[config.mk]
export PLATFORM = sky130hd
export DESIGN_NAME = matrix_key_scanner
export DESIGN_NICKNAME = d
export VERILOG_FILES = /design/src/rtl/matrix_key_scanner.sv
export SDC_FILE = /design/constraint.sdc
export NUM_CORES = 1
export LEC_CHECK = 0
export CAP_MARGIN = 10
export CORE_ASPECT_RATIO = 0.7
export CORE_MARGIN = 2
export CORE_UTILIZATION = 55
export CTS_BUF_LIST = sky130_fd_sc_hd__clkbuf_16
export CTS_CLUSTER_SIZE = 25
export DETAILED_ROUTE_END_ITERATION = 6
export GPL_TIMING_DRIVEN = 0
export PLACE_DENSITY_LB_ADDON = 0.08
export SETUP_SLACK_MARGIN = 0.2
export SYNTH_ARGS = -nofsm -noshare
export SYNTH_HDL_FRONTEND = slang
export SYNTH_SLANG_ARGS = --single-unit
[constraint.sdc]
create_clock -name i_clk -period 3.65 [get_ports i_clk]
set_input_delay 0.73 -clock i_clk [delete_from_list [all_inputs] [get_ports i_clk]]
set_output_delay 0.73 -clock i_clk [all_outputs]
set_load 0.05 [all_outputs]
[src/rtl/matrix_key_scanner.sv]
// 4x4 active-low key matrix scanner: strobes columns, synchronizes and debounces
// the rows on a slow tick, and reports each confirmed key as row*4+col.
module matrix_key_scanner #(
    parameter int F_CLK          = 50000000,
    parameter int F_SCAN         = 1000,
    parameter int DEBOUNCE_TICKS = 20
) (
    input  logic       i_clk,
    input  logic       i_rst,
    input  logic [3:0] i_row,
    output logic [3:0] o_col,
    output logic [3:0] o_key,
    output logic       o_valid,
    output logic       o_pressed
);

    localparam int DIV    = F_CLK / F_SCAN;
    localparam int TICK_W = $clog2(DIV);
    localparam int CNT_W  = $clog2(DEBOUNCE_TICKS + 1);

    localparam logic [TICK_W-1:0] TICK_LAST = TICK_W'(DIV - 1);
    localparam logic [CNT_W-1:0]  CNT_DONE  = CNT_W'(DEBOUNCE_TICKS);

    localparam logic [1:0] SCAN    = 2'd0;
    localparam logic [1:0] CONFIRM = 2'd1;
    localparam logic [1:0] HELD    = 2'd2;

    logic [3:0]        row_p0;
    logic [3:0]        row_s;
    logic [TICK_W-1:0] tick_cnt;
    logic              tick;
    logic [1:0]        state;
    logic [1:0]        col;
    logic [1:0]        row_sel;
    logic [CNT_W-1:0]  cnt;
    logic [CNT_W-1:0]  cnt_inc;
    logic              any_active;
    logic              sel_active;
    logic              cnt_done;

    // Lowest active row index wins when several rows are pulled low.
    function automatic logic [1:0] lowest_active(input logic [3:0] rows);
        if (!rows[0])      return 2'd0;
        else if (!rows[1]) return 2'd1;
        else if (!rows[2]) return 2'd2;
        else               return 2'd3;
    endfunction

    function automatic logic [3:0] col_strobe(input logic [1:0] c);
        return ~(4'b0001 << c);
    endfunction

    // Stage p0 -> s: two-flop synchronizer, idles high like the pulled-up rows.
    always_ff @(posedge i_clk) begin
        if (i_rst) begin
            row_p0 <= 4'b1111;
            row_s  <= 4'b1111;
        end else begin
            row_p0 <= i_row;
            row_s  <= row_p0;
        end
    end

    always_ff @(posedge i_clk) begin
        if (i_rst) begin
            tick_cnt <= '0;
        end else if (tick) begin
            tick_cnt <= '0;
        end else begin
            tick_cnt <= tick_cnt + 1'b1;
        end
    end

    assign tick       = (tick_cnt == TICK_LAST);
    assign any_active = ~&row_s;
    assign sel_active = ~row_s[row_sel];
    assign cnt_inc    = cnt + 1'b1;
    assign cnt_done   = (cnt_inc == CNT_DONE);

    // Stage tick -> outputs: all state and outputs move only on tick cycles.
    always_ff @(posedge i_clk) begin
        if (i_rst) begin
            state     <= SCAN;
            col       <= 2'd0;
            o_col     <= 4'b1110;
            row_sel   <= 2'd0;
            cnt       <= '0;
            o_key     <= 4'd0;
            o_valid   <= 1'b0;
            o_pressed <= 1'b0;
        end else begin
            o_valid <= 1'b0;
            if (tick) begin
                case (state)
                    SCAN: begin
                        if (any_active) begin
                            row_sel <= lowest_active(row_s);
                            cnt     <= '0;
                            state   <= CONFIRM;
                        end else begin
                            col   <= col + 2'd1;
                            o_col <= col_strobe(col + 2'd1);
                        end
                    end
                    CONFIRM: begin
                        if (sel_active) begin
                            if (cnt_done) begin
                                o_key     <= {row_sel, col};
                                o_valid   <= 1'b1;
                                o_pressed <= 1'b1;
                                cnt       <= '0;
                                state     <= HELD;
                            end else begin
                                cnt <= cnt_inc;
                            end
                        end else begin
                            state <= SCAN;
                            col   <= col + 2'd1;
                            o_col <= col_strobe(col + 2'd1);
                        end
                    end
                    HELD: begin
                        // Only the latched row matters; any activity restarts the release count.
                        if (!sel_active) begin
                            if (cnt_done) begin
                                o_pressed <= 1'b0;
                                cnt       <= '0;
                                state     <= SCAN;
                                col       <= col + 2'd1;
                                o_col     <= col_strobe(col + 2'd1);
                            end else begin
                                cnt <= cnt_inc;
                            end
                        end else begin
                            cnt <= '0;
                        end
                    end
                    default: begin
                        state <= SCAN;
                        cnt   <= '0;
                    end
                endcase
            end
        end
    end

endmodule

==> flow_metrics.py <==
metrics = {
    "yosys": {
        "ys_warn_count": 0,
        "synthesis.area_sq_um": 2010,
        "synthArstFlopShare": 0,
        "synth_cell_type_count": 48,
        "syn-num-nets": 229,
        "synth_seq_area_share": 0.448,
        "synth_area_per_cell_sq_um": 9.40,
        "synth_ff_type": "dfxtp_1",
        "yosys_register_bits": 45,
        "syn_inst": 214,
        "synth_edf_count": 0,
    },
    "worst_setup_path": {
        "r2r_start": "cnt[1]$_SDFFE_PP0P_",
        "reg2reg_slack_ns": 0.67,
        "cp.arrival_ns": 3.13,
        "r2r_end": "state[1]$_SDFFE_PP0P_",
        "critPathKind": "flip-flop to flip-flop",
        "critPathMaxFanout": 6,
        "timing.critical_path.from_type": "flip-flop",
        "ff2ff_path_depth": 6,
        "worstPathRequired_ns": 3.80,
        "crit_path_end_kind": "flip-flop",
    },
    "floorplan": {
        "core_sq_um": 3510,
        "die_area_sq_um": 4170,
        "fp.dieH_um": 54.6,
        "boundaryPins": 16,
        "die_x_um": 76.3,
        "start_util": 0.573,
        "num_rows": 18,
    },
    "sta": {
        "rsz0062_at_grt": "false",
        "layout_worst_path_cycle_share": 0.815,
        "finalSetupTns_ns": 0,
        "worst_pin_slew_ns": 0.887,
        "drv_slew": 0,
        "setup_viol": 0,
        "clock.fmax_mhz": 336,
        "final_hold_viol_count": 0,
        "fin_crit_ns": 2.98,
        "layout_setup_ws_ns": 0.674,
        "skew_ns": 0.00131,
        "slew_headroom": 0.393,
    },
    "route": {
        "drtIter0Drc": 51,
        "wl_per_cell_um": 13.5,
        "vias": 1554,
        "drt_pre_antenna_iters": 4,
        "ant_nets": 0,
        "routed_wl_um": 3850,
        "drc": 0,
        "via_per_inst": 5.43,
    },
    "job": {
        "max_cap_violations": 0,
    },
    "global_routing": {
        "antenna_found_initial": 0,
        "grt_max_degree": 13,
        "overflow": 0,
        "grt_pass1_vias": 1348,
        "grt_pass1_wl_um": 6140,
        "grt_usage": 0.194,
    },
    "placed_design": {
        "dp_cells": 279,
        "placedInstanceArea_sq_um": 2220,
        "gp_congestion": 0.803,
        "dpl_worst_slack_ns": 0.695,
        "dp_hpwl_um": 2860,
        "io_buffers": 15,
    },
    "cells_and_area": {
        "final_cell_mix": "dfxtp_1, nor2_1, clkdlybuf4s50_1, nand2_1",
        "diodes": 0,
        "post_layout_nonfiller_instances": 286,
        "nNetsFinal": 251,
        "final_common_cell": "dfxtp_1",
        "nFillCells": 289,
        "final_area_sq_um": 2360,
        "area_growth_pct": 17.2,
        "drive_gt1_frac": 0.0932,
    },
    "clocking": {
        "clock-sinks": 45,
        "cts.path.max_buffers": 2,
        "cts-buffers-inserted": 5,
        "worstSkewPairLatency_ns": 0.27,
        "cts_tree": "built",
        "path_clk_slew_ns": 0.05,
        "post_cts_buffers": 0,
        "ctsHoldBuffers": 0,
        "h-tree-depth": 2,
        "cts_root_buf": "clkbuf_16",
        "cts_resized": 0,
    },
    "power": {
        "p_total_w": 0.000936,
        "p_leak_nw": 0.832,
        "ir_drop_v": 0.000364,
        "power.density_nw_per_um2": 397,
    },
    "min_path": {
        "min_path_cells": 1,
        "hp-class": "flip-flop to flip-flop",
        "worstHoldStart": "row_p0[0]$_SDFF_PP1_",
        "holdPathEnd": "row_s[0]$_SDFF_PP1_",
    },
    "outcome": {
        "outcome": "complete, no violations",
    },
}
## area by class of cell
cell class / instances / area [sq um] / area share
flip-flops and latches: 45 / 901 / 0.382
well taps: 50 / 62.6 / 0.0265
repair buffers: 15 / 150 / 0.0637
plain buffers: 7 / 41.3 / 0.0175
clock buffers: 5 / 125 / 0.0531
clock inverters: 2 / 7.51 / 0.00318
inverters: 10 / 37.5 / 0.0159
multi-input cells: 152 / 1030 / 0.438
## flip-flops by register name, indices dropped and copies added (netlist names)
signal / cells
tick_cnt: 16
cnt: 5
o_col: 4
o_key: 4
row_p0: 4
row_s: 4
col: 2
row_sel: 2
state: 2
o_pressed: 1
o_valid: 1
## logic make-up (layout without fill, tap and decap cells)
family,Yosys count,in the layout,synth area share
flops,45,45,0.448
simple gates,95,95,0.258
fa+ha+maj,9,9,0.0560
mux,8,8,0.0479
buf+inv,17,39,0.0392
xor+xnor,14,14,0.0609
compound gates,26,26,0.0902
## worst max-delay path, stage by stage (launching register included)
cell and delay (ns):
dfxtp_1 0.36, ha_1 0.26, nor4bb_1 0.72, a21boi_0 0.35, a2111oi_0 0.84, mux2i_1 0.27, nor2_1 0.05
## where the power goes
part           total [W]  internal [W]  switching, W
sequential      0.000502      0.000498    0.00000369
clock           0.000405      0.000244      0.000160
combinational  0.0000297     0.0000132     0.0000165
## cell usage after synthesis, drive strengths merged (2+ instances only)
cell type   n  area (sq um)
mux2i       7          70.1
dfxtp      45           901
or3         4          26.3
or4         4          33.8
nor3        4          20.0
nor2       34           128
buf         2          22.5
inv        10          37.5
or2         9          56.3
and4        5          45.0
nand3      11          55.1
a21oi       4          20.0
xnor2       8          70.1
clkbuf      5          18.8
nor4        2          27.5
a21o        2          15.0
nand2      12          45.0
nor4b       2          23.8
ha          9           113
a31oi       5          31.3
o21ai       4          20.0
xor2        6          52.6
## how the worst max path moves through the flow
stage,slack [ns],cells past startpoint,to,startpoint
finish,0.67,6,state[1]$_SDFFE_PP0P_,cnt[1]$_SDFFE_PP0P_
global route,0.46,6,state[1]$_SDFFE_PP0P_,cnt[1]$_SDFFE_PP0P_
CTS,0.68,6,state[1]$_SDFFE_PP0P_,cnt[0]$_SDFFE_PP0P_
detailed placement,0.70,6,state[1]$_SDFFE_PP0P_,cnt[0]$_SDFFE_PP0P_
global placement,0.80,6,state[0]$_SDFFE_PP0P_,cnt[0]$_SDFFE_PP0P_
floorplan,1.11,7,cnt[3]$_SDFFE_PP0P_,tick_cnt[10]$_SDFF_PP0_
## per-stage QoR
step	hold slack, ns	utilization
2_1_floorplan	0.389	-
3_3_place_gp	0.395	0.633
3_5_place_dp	0.396	0.633
4_1_cts	0.409	0.671
5_1_grt	0.424	0.671
6_report	0.409	0.671
## metal layers
layer	track usage	vias to the layer above	part of all wire
li1	-	792	-
met4	0.0545	0	0.0049
met3	0.0446	4	0.040
met1	0.248	722	0.49
met2	0.341	36	0.47
met5	0	-	0
Note: power is estimated with default switching activity, not from simulation.
